`config.mk`:
```
export PLATFORM = sky130hd
export DESIGN_NAME = boot_rom_arbiter
export DESIGN_NICKNAME = d
export VERILOG_FILES = /design/src/rtl/boot_rom_arbiter.sv
export SDC_FILE = /design/constraint.sdc
export NUM_CORES = 1
export LEC_CHECK = 0
export CORE_AREA = 4 4 104 106
export CTS_BUF_LIST = sky130_fd_sc_hd__clkbuf_8
export DETAILED_ROUTE_END_ITERATION = 10
export DIE_AREA = 0 0 108 110
export HOLD_SLACK_MARGIN = 0.03
export MAX_ROUTING_LAYER = met4
export PLACE_DENSITY_LB_ADDON = 0.12
export SKIP_CTS_REPAIR_TIMING = 1
export SYNTH_ARGS = -nofsm -noshare
export SYNTH_HDL_FRONTEND = slang
export SYNTH_SLANG_ARGS = --single-unit
```
`constraint.sdc`:
```
create_clock -name i_clk -period 2.2 [get_ports i_clk]
set_input_delay 0.33 -clock i_clk [delete_from_list [all_inputs] [get_ports i_clk]]
set_output_delay 0.33 -clock i_clk [all_outputs]
set_load 0.02 [all_outputs]
```
`src/rtl/boot_rom_arbiter.sv`:
```
// boot_rom_arbiter
//
// Purpose:
//   Shares the single read port of boot_rom between the instruction-fetch
//   port and the load port. Each access runs IDLE -> READ -> DONE, so every
//   request is acknowledged exactly two cycles after it is granted. Ties are
//   broken round-robin. Addresses outside the ROM byte window complete
//   normally, but they return zero data and raise the error flag together
//   with the ack.
//
// Parameters:
//   ADDR_W     ROM word-address width (ROM holds 2^ADDR_W 32-bit words)
//   BASE_ADDR  byte base of the ROM window, aligned to 2^(ADDR_W+2)
//
// Ports:
//   i_clk, i_rst                  clock, synchronous active-high reset
//   i_inst_addr, i_inst_req       fetch request (level, held until ack)
//   o_inst_data/ack/err           fetch response (ack is a 1-cycle pulse)
//   i_ld_addr, i_ld_req           load request (level, held until ack)
//   o_ld_data/ack/err             load response (ack is a 1-cycle pulse)
//   o_rom_addr                    word address to boot_rom (sampled every edge)
//   i_rom_data                    boot_rom data, valid the cycle after sampling
//   o_busy                        high while in READ or DONE

module boot_rom_arbiter #(
    parameter int          ADDR_W    = 9,
    parameter logic [31:0] BASE_ADDR = 32'h0000_0000
) (
    input  logic              i_clk,
    input  logic              i_rst,
    input  logic [31:0]       i_inst_addr,
    input  logic              i_inst_req,
    output logic [31:0]       o_inst_data,
    output logic              o_inst_ack,
    output logic              o_inst_err,
    input  logic [31:0]       i_ld_addr,
    input  logic              i_ld_req,
    output logic [31:0]       o_ld_data,
    output logic              o_ld_ack,
    output logic              o_ld_err,
    output logic [ADDR_W-1:0] o_rom_addr,
    input  logic [31:0]       i_rom_data,
    output logic              o_busy
);

    typedef enum logic [1:0] {
        ST_IDLE = 2'd0,
        ST_READ = 2'd1,
        ST_DONE = 2'd2
    } state_t;

    typedef enum logic {
        PORT_INST = 1'b0,
        PORT_LD   = 1'b1
    } port_t;

    // Bits above the ROM window; these must equal BASE_ADDR for a hit.
    localparam logic [31:0] WIN_MASK = ~((32'd1 << (ADDR_W + 2)) - 32'd1);

    state_t      state, state_nxt;
    port_t       pointer, pointer_nxt;
    port_t       cur_port, cur_port_nxt;
    logic [31:0] cap_addr, cap_addr_nxt;

    logic        any_req;
    logic        pick_ld;
    logic [31:0] sel_addr;
    logic        in_window;

    // Request selection. The load port wins only when it is alone, or when
    // both ports are requesting and fetch was the most recent grant.
    always_comb begin
        any_req  = i_inst_req | i_ld_req;
        pick_ld  = i_ld_req & (~i_inst_req | (pointer == PORT_INST));
        sel_addr = pick_ld ? i_ld_addr : i_inst_addr;
    end

    // The window check uses the captured address, so it stays stable
    // through READ even though the requester's address is not registered.
    assign in_window = ((cap_addr & WIN_MASK) == BASE_ADDR);

    assign o_busy = (state != ST_IDLE);

    // Control state, round-robin pointer and the captured request. The
    // pointer resets to LD, so fetch wins the first tie after reset.
    always_ff @(posedge i_clk) begin
        if (i_rst) begin
            state    <= ST_IDLE;
            pointer  <= PORT_LD;
            cur_port <= PORT_INST;
            cap_addr <= 32'd0;
        end else begin
            state    <= state_nxt;
            pointer  <= pointer_nxt;
            cur_port <= cur_port_nxt;
            cap_addr <= cap_addr_nxt;
        end
    end

    // Next-state logic and the ROM address. During a grant in IDLE, the ROM
    // address comes straight from the selected requester, so the ROM samples
    // it on the same edge that moves the FSM to READ. At all other times the
    // ROM address is taken from the captured address.
    always_comb begin
        state_nxt    = state;
        pointer_nxt  = pointer;
        cur_port_nxt = cur_port;
        cap_addr_nxt = cap_addr;
        o_rom_addr   = cap_addr[ADDR_W+1:2];

        case (state)
            ST_IDLE: begin
                if (any_req) begin
                    state_nxt    = ST_READ;
                    cur_port_nxt = pick_ld ? PORT_LD : PORT_INST;
                    pointer_nxt  = pick_ld ? PORT_LD : PORT_INST;
                    cap_addr_nxt = sel_addr;
                    o_rom_addr   = sel_addr[ADDR_W+1:2];
                end
            end
            ST_READ: state_nxt = ST_DONE;
            ST_DONE: state_nxt = ST_IDLE;
            default: state_nxt = ST_IDLE;
        endcase
    end

    // Response registers. The ROM word is captured at the end of READ, so
    // data, ack and err all appear together in DONE. There is no
    // combinational path from i_rom_data to the outputs. Acks and errs fall
    // on the next edge. Data is held until that port's next completion.
    // A reset clears everything, which drops any access in flight.
    always_ff @(posedge i_clk) begin
        if (i_rst) begin
            o_inst_ack  <= 1'b0;
            o_inst_err  <= 1'b0;
            o_inst_data <= 32'd0;
            o_ld_ack    <= 1'b0;
            o_ld_err    <= 1'b0;
            o_ld_data   <= 32'd0;
        end else begin
            o_inst_ack <= 1'b0;
            o_inst_err <= 1'b0;
            o_ld_ack   <= 1'b0;
            o_ld_err   <= 1'b0;
            if (state == ST_READ) begin
                if (cur_port == PORT_INST) begin
                    o_inst_ack  <= 1'b1;
                    o_inst_err  <= ~in_window;
                    o_inst_data <= in_window ? i_rom_data : 32'd0;
                end else begin
                    o_ld_ack    <= 1'b1;
                    o_ld_err    <= ~in_window;
                    o_ld_data   <= in_window ? i_rom_data : 32'd0;
                end
            end
        end
    end

endmodule
```
==> results of run 1 <==
flip-flops by register name, summed over array words and instances, names as in the netlist:
signal / flops
cap_addr: 30
cur_port: 1
o_inst_ack: 1
o_inst_data: 32
o_inst_err: 1
o_ld_ack: 1
o_ld_data: 32
o_ld_err: 1
pointer: 1
state: 2
routing by layer:
metal,share of wire,vias up,GRT usage
li1,-,1989,-
met1,0.44,1946,0.268
met2,0.49,138,0.350
met3,0.063,10,0.0396
met4,0.010,0,0.0586
met5,0,-,-
per-stage QoR:
| stage | power, uW | worst slack (ns) | setup TNS [ns] |
|---|---|---|---|
| 2_1_floorplan | 2500 | 0.367 | 0 |
| 3_3_place_gp | 2860 | -0.191 | -1.64 |
| 3_5_place_dp | 2880 | -0.238 | -1.92 |
| 4_1_cts | 4150 | -0.248 | -2.02 |
| 5_1_grt | 4290 | 0.0239 | 0 |
| 6_report | 4100 | 0.0752 | 0 |
power by group through the flow:
stage                     sequential, uW  combinational (uW)  clock [uW]
final                               1960                 871        1270
after global routing                1970                 942        1380
after CTS                           1960                 883        1310
after detailed placement            2000                 881           0
after global placement              2000                 863           0
after floorplan                     1990                 510           0
worst max-delay path: cells and delay by family:
kind | cells | cell delay (ns)
buffers and inverters | 3 | 0.88
AOI/OAI and AO/OA | 2 | 0.31
muxes | 1 | 0.27
path summary, 6_finish.rpt:
check        slack, ns  cells after the start            end           from
max               0.08                      6  o_rom_addr[4]       i_ld_req
min               0.49                      2  o_ld_data[12]  o_ld_data[12]
max reg2reg       0.25                      4   o_ld_data[3]   cap_addr[16]
min reg2reg       0.49                      2  o_ld_data[12]  o_ld_data[12]
cell usage in the layout (no fill, tap or decap), drive strengths merged, types with 2 or more instances in the layout:
cell type and n:
dlymetal6s2s 9, dfxtp 102, nor2 5, clkinv 2, o21a 2, nand3b 65
a211oi 30, nor3 2, mux2i 30, bufinv 2, nor4 4, clkdlybuf4s50 163
nand2 3, a21oi 40, clkbuf 9, o41ai 64, inv 2, nand2b 32
buf 16
layout make-up:
class | instances | area share
inverters | 1 | 0.000554
clock inverters | 6 | 0.0131
clock buffers | 9 | 0.0183
repair buffers | 188 | 0.284
multi-input cells | 286 | 0.358
flip-flops and latches | 102 | 0.301
well taps | 133 | 0.0245
cell families (layout without fill, tap and decap cells):
family	Yosys count	after routing	share of synthesized area
DFF	102	102	0.432
AOI/OAI and AO/OA	139	139	0.278
muxes	30	30	0.0636
and+or+nand+nor	117	117	0.168
buffers and inverters	56	204	0.0580
==> qor.yml, run 1 <==
critPathLaunchType: "primary input"
syn_avg_cell_area_um2: 10.6
dpl.hpwl_um: 8350
power.density_mw_per_mm2: 606
dp_cells: 710
crit_path_max_fanout: 12
fin_crit_ns: 2.12
drive_gt1_frac: 0.125
cts_buffer_depth: 2
synth_most_common_cell: "dfxtp_1"
fin_skew_ns: 0.0138
grt_pass1_wl_um: 20000
num_rows: 36
synth_area_mm2: 0.00472
rsz0062_at_grt: "no"
gr-usage-all-layers: 0.212
overflow: 0
synth_flop_cell: "dfxtp_1"
design_area_mm2: 0.00678
placed_cell_area_mm2: 0.00654
max-slew-margin-rel: 0.354
multiInputGateArea_mm2: 0.00243
pin_count: 178
grt_max_degree: 132
worst_pin_slew_ns: 0.970
async_flop_share: 0
htree_levels: 3
cts_sinks: 102
drt-vias-per-instance: 5.63
p_switching_uw: 1150
synth_nets: 544
hold_viol: 0
slew_violations: 0
synth-edff-count: 0
fp.coreArea_mm2: 0.00977
wl_um: 12500
yosys_warnings: 0
insertion_delay_ns: 0.36
ys_top_cells_by_area: "dfxtp_1 (43%), o41ai_2 (13%), nand3b_1 (10%)"
place_congestion: 0.785
die_h_um: 110
cap_violations: 0
fin_hold_ws_ns: 0.493
wl_per_cell_um: 17.2
ys_seq_area_frac: 0.432
grt_pass1_vias: 4086
end_kind: "primary output"
p_leak_uw: 0.00254
die_x_um: 108
first_pass_iters: 4
swShare: 0.281
ys_ff_latch: 102
synth_cell_types: 28
cts_tree: "built"
io_buffer_count: 173
netlist_top_cells_count: "dfxtp_1 (102), nand3b_1 (65), a21oi_1 (40)"
ctsRootBufferMaster: "clkbuf_8"
drc: 0
final_cells: 725
antenna_cells: 0
crit_arrival_ns: 1.79
max_freq_mhz: 471
area_delta_synth_final_pct: 43.5
setup_viol: 0
drtIter0Drc: 180
start_util: 0.483
outcome: "completed"
ant_nets: 0
required_ns: 1.87
clock_power_share: 0.311
layout.nets: 688
numCtsBuffers: 9
p_int_uw: 2950
vdd_drop_max_mv: 0.390
slowest_delay_ns: 0.51
pwr-share-comb: 0.212
critPathSlowestCell: "clkdlybuf4s50_1"
antenna_found_initial: 0
fin_crit_sh: 0.966
path_cells: "clkdlybuf4s50_1, a21boi_4, buf_12, mux2i_1, a21oi_1, dlymetal6s2s_1"
hp-class: "flop to flop"
synth_top_area_frac: 0.432
cts.clk_slew.worst_paths_ns: 0.09
synth_area_leader_cell: "dfxtp_1"
critical_path_class: "primary input to primary output"
regArea_mm2: 0.00204
fillCellCount: 760
synthCells: 444
power_frac_seq: 0.477
final_util: 0.694
die_area_mm2: 0.0119
num_vias: 4083
Note: power is estimated with default switching activity, not from simulation.
==> inputs of run 2 (changes only) <==
Settings changed: SKIP_LAST_GASP set to 1.
==> results of run 2 <==
Same layout as run 1: the final DEF is identical, and so are final timing and power.
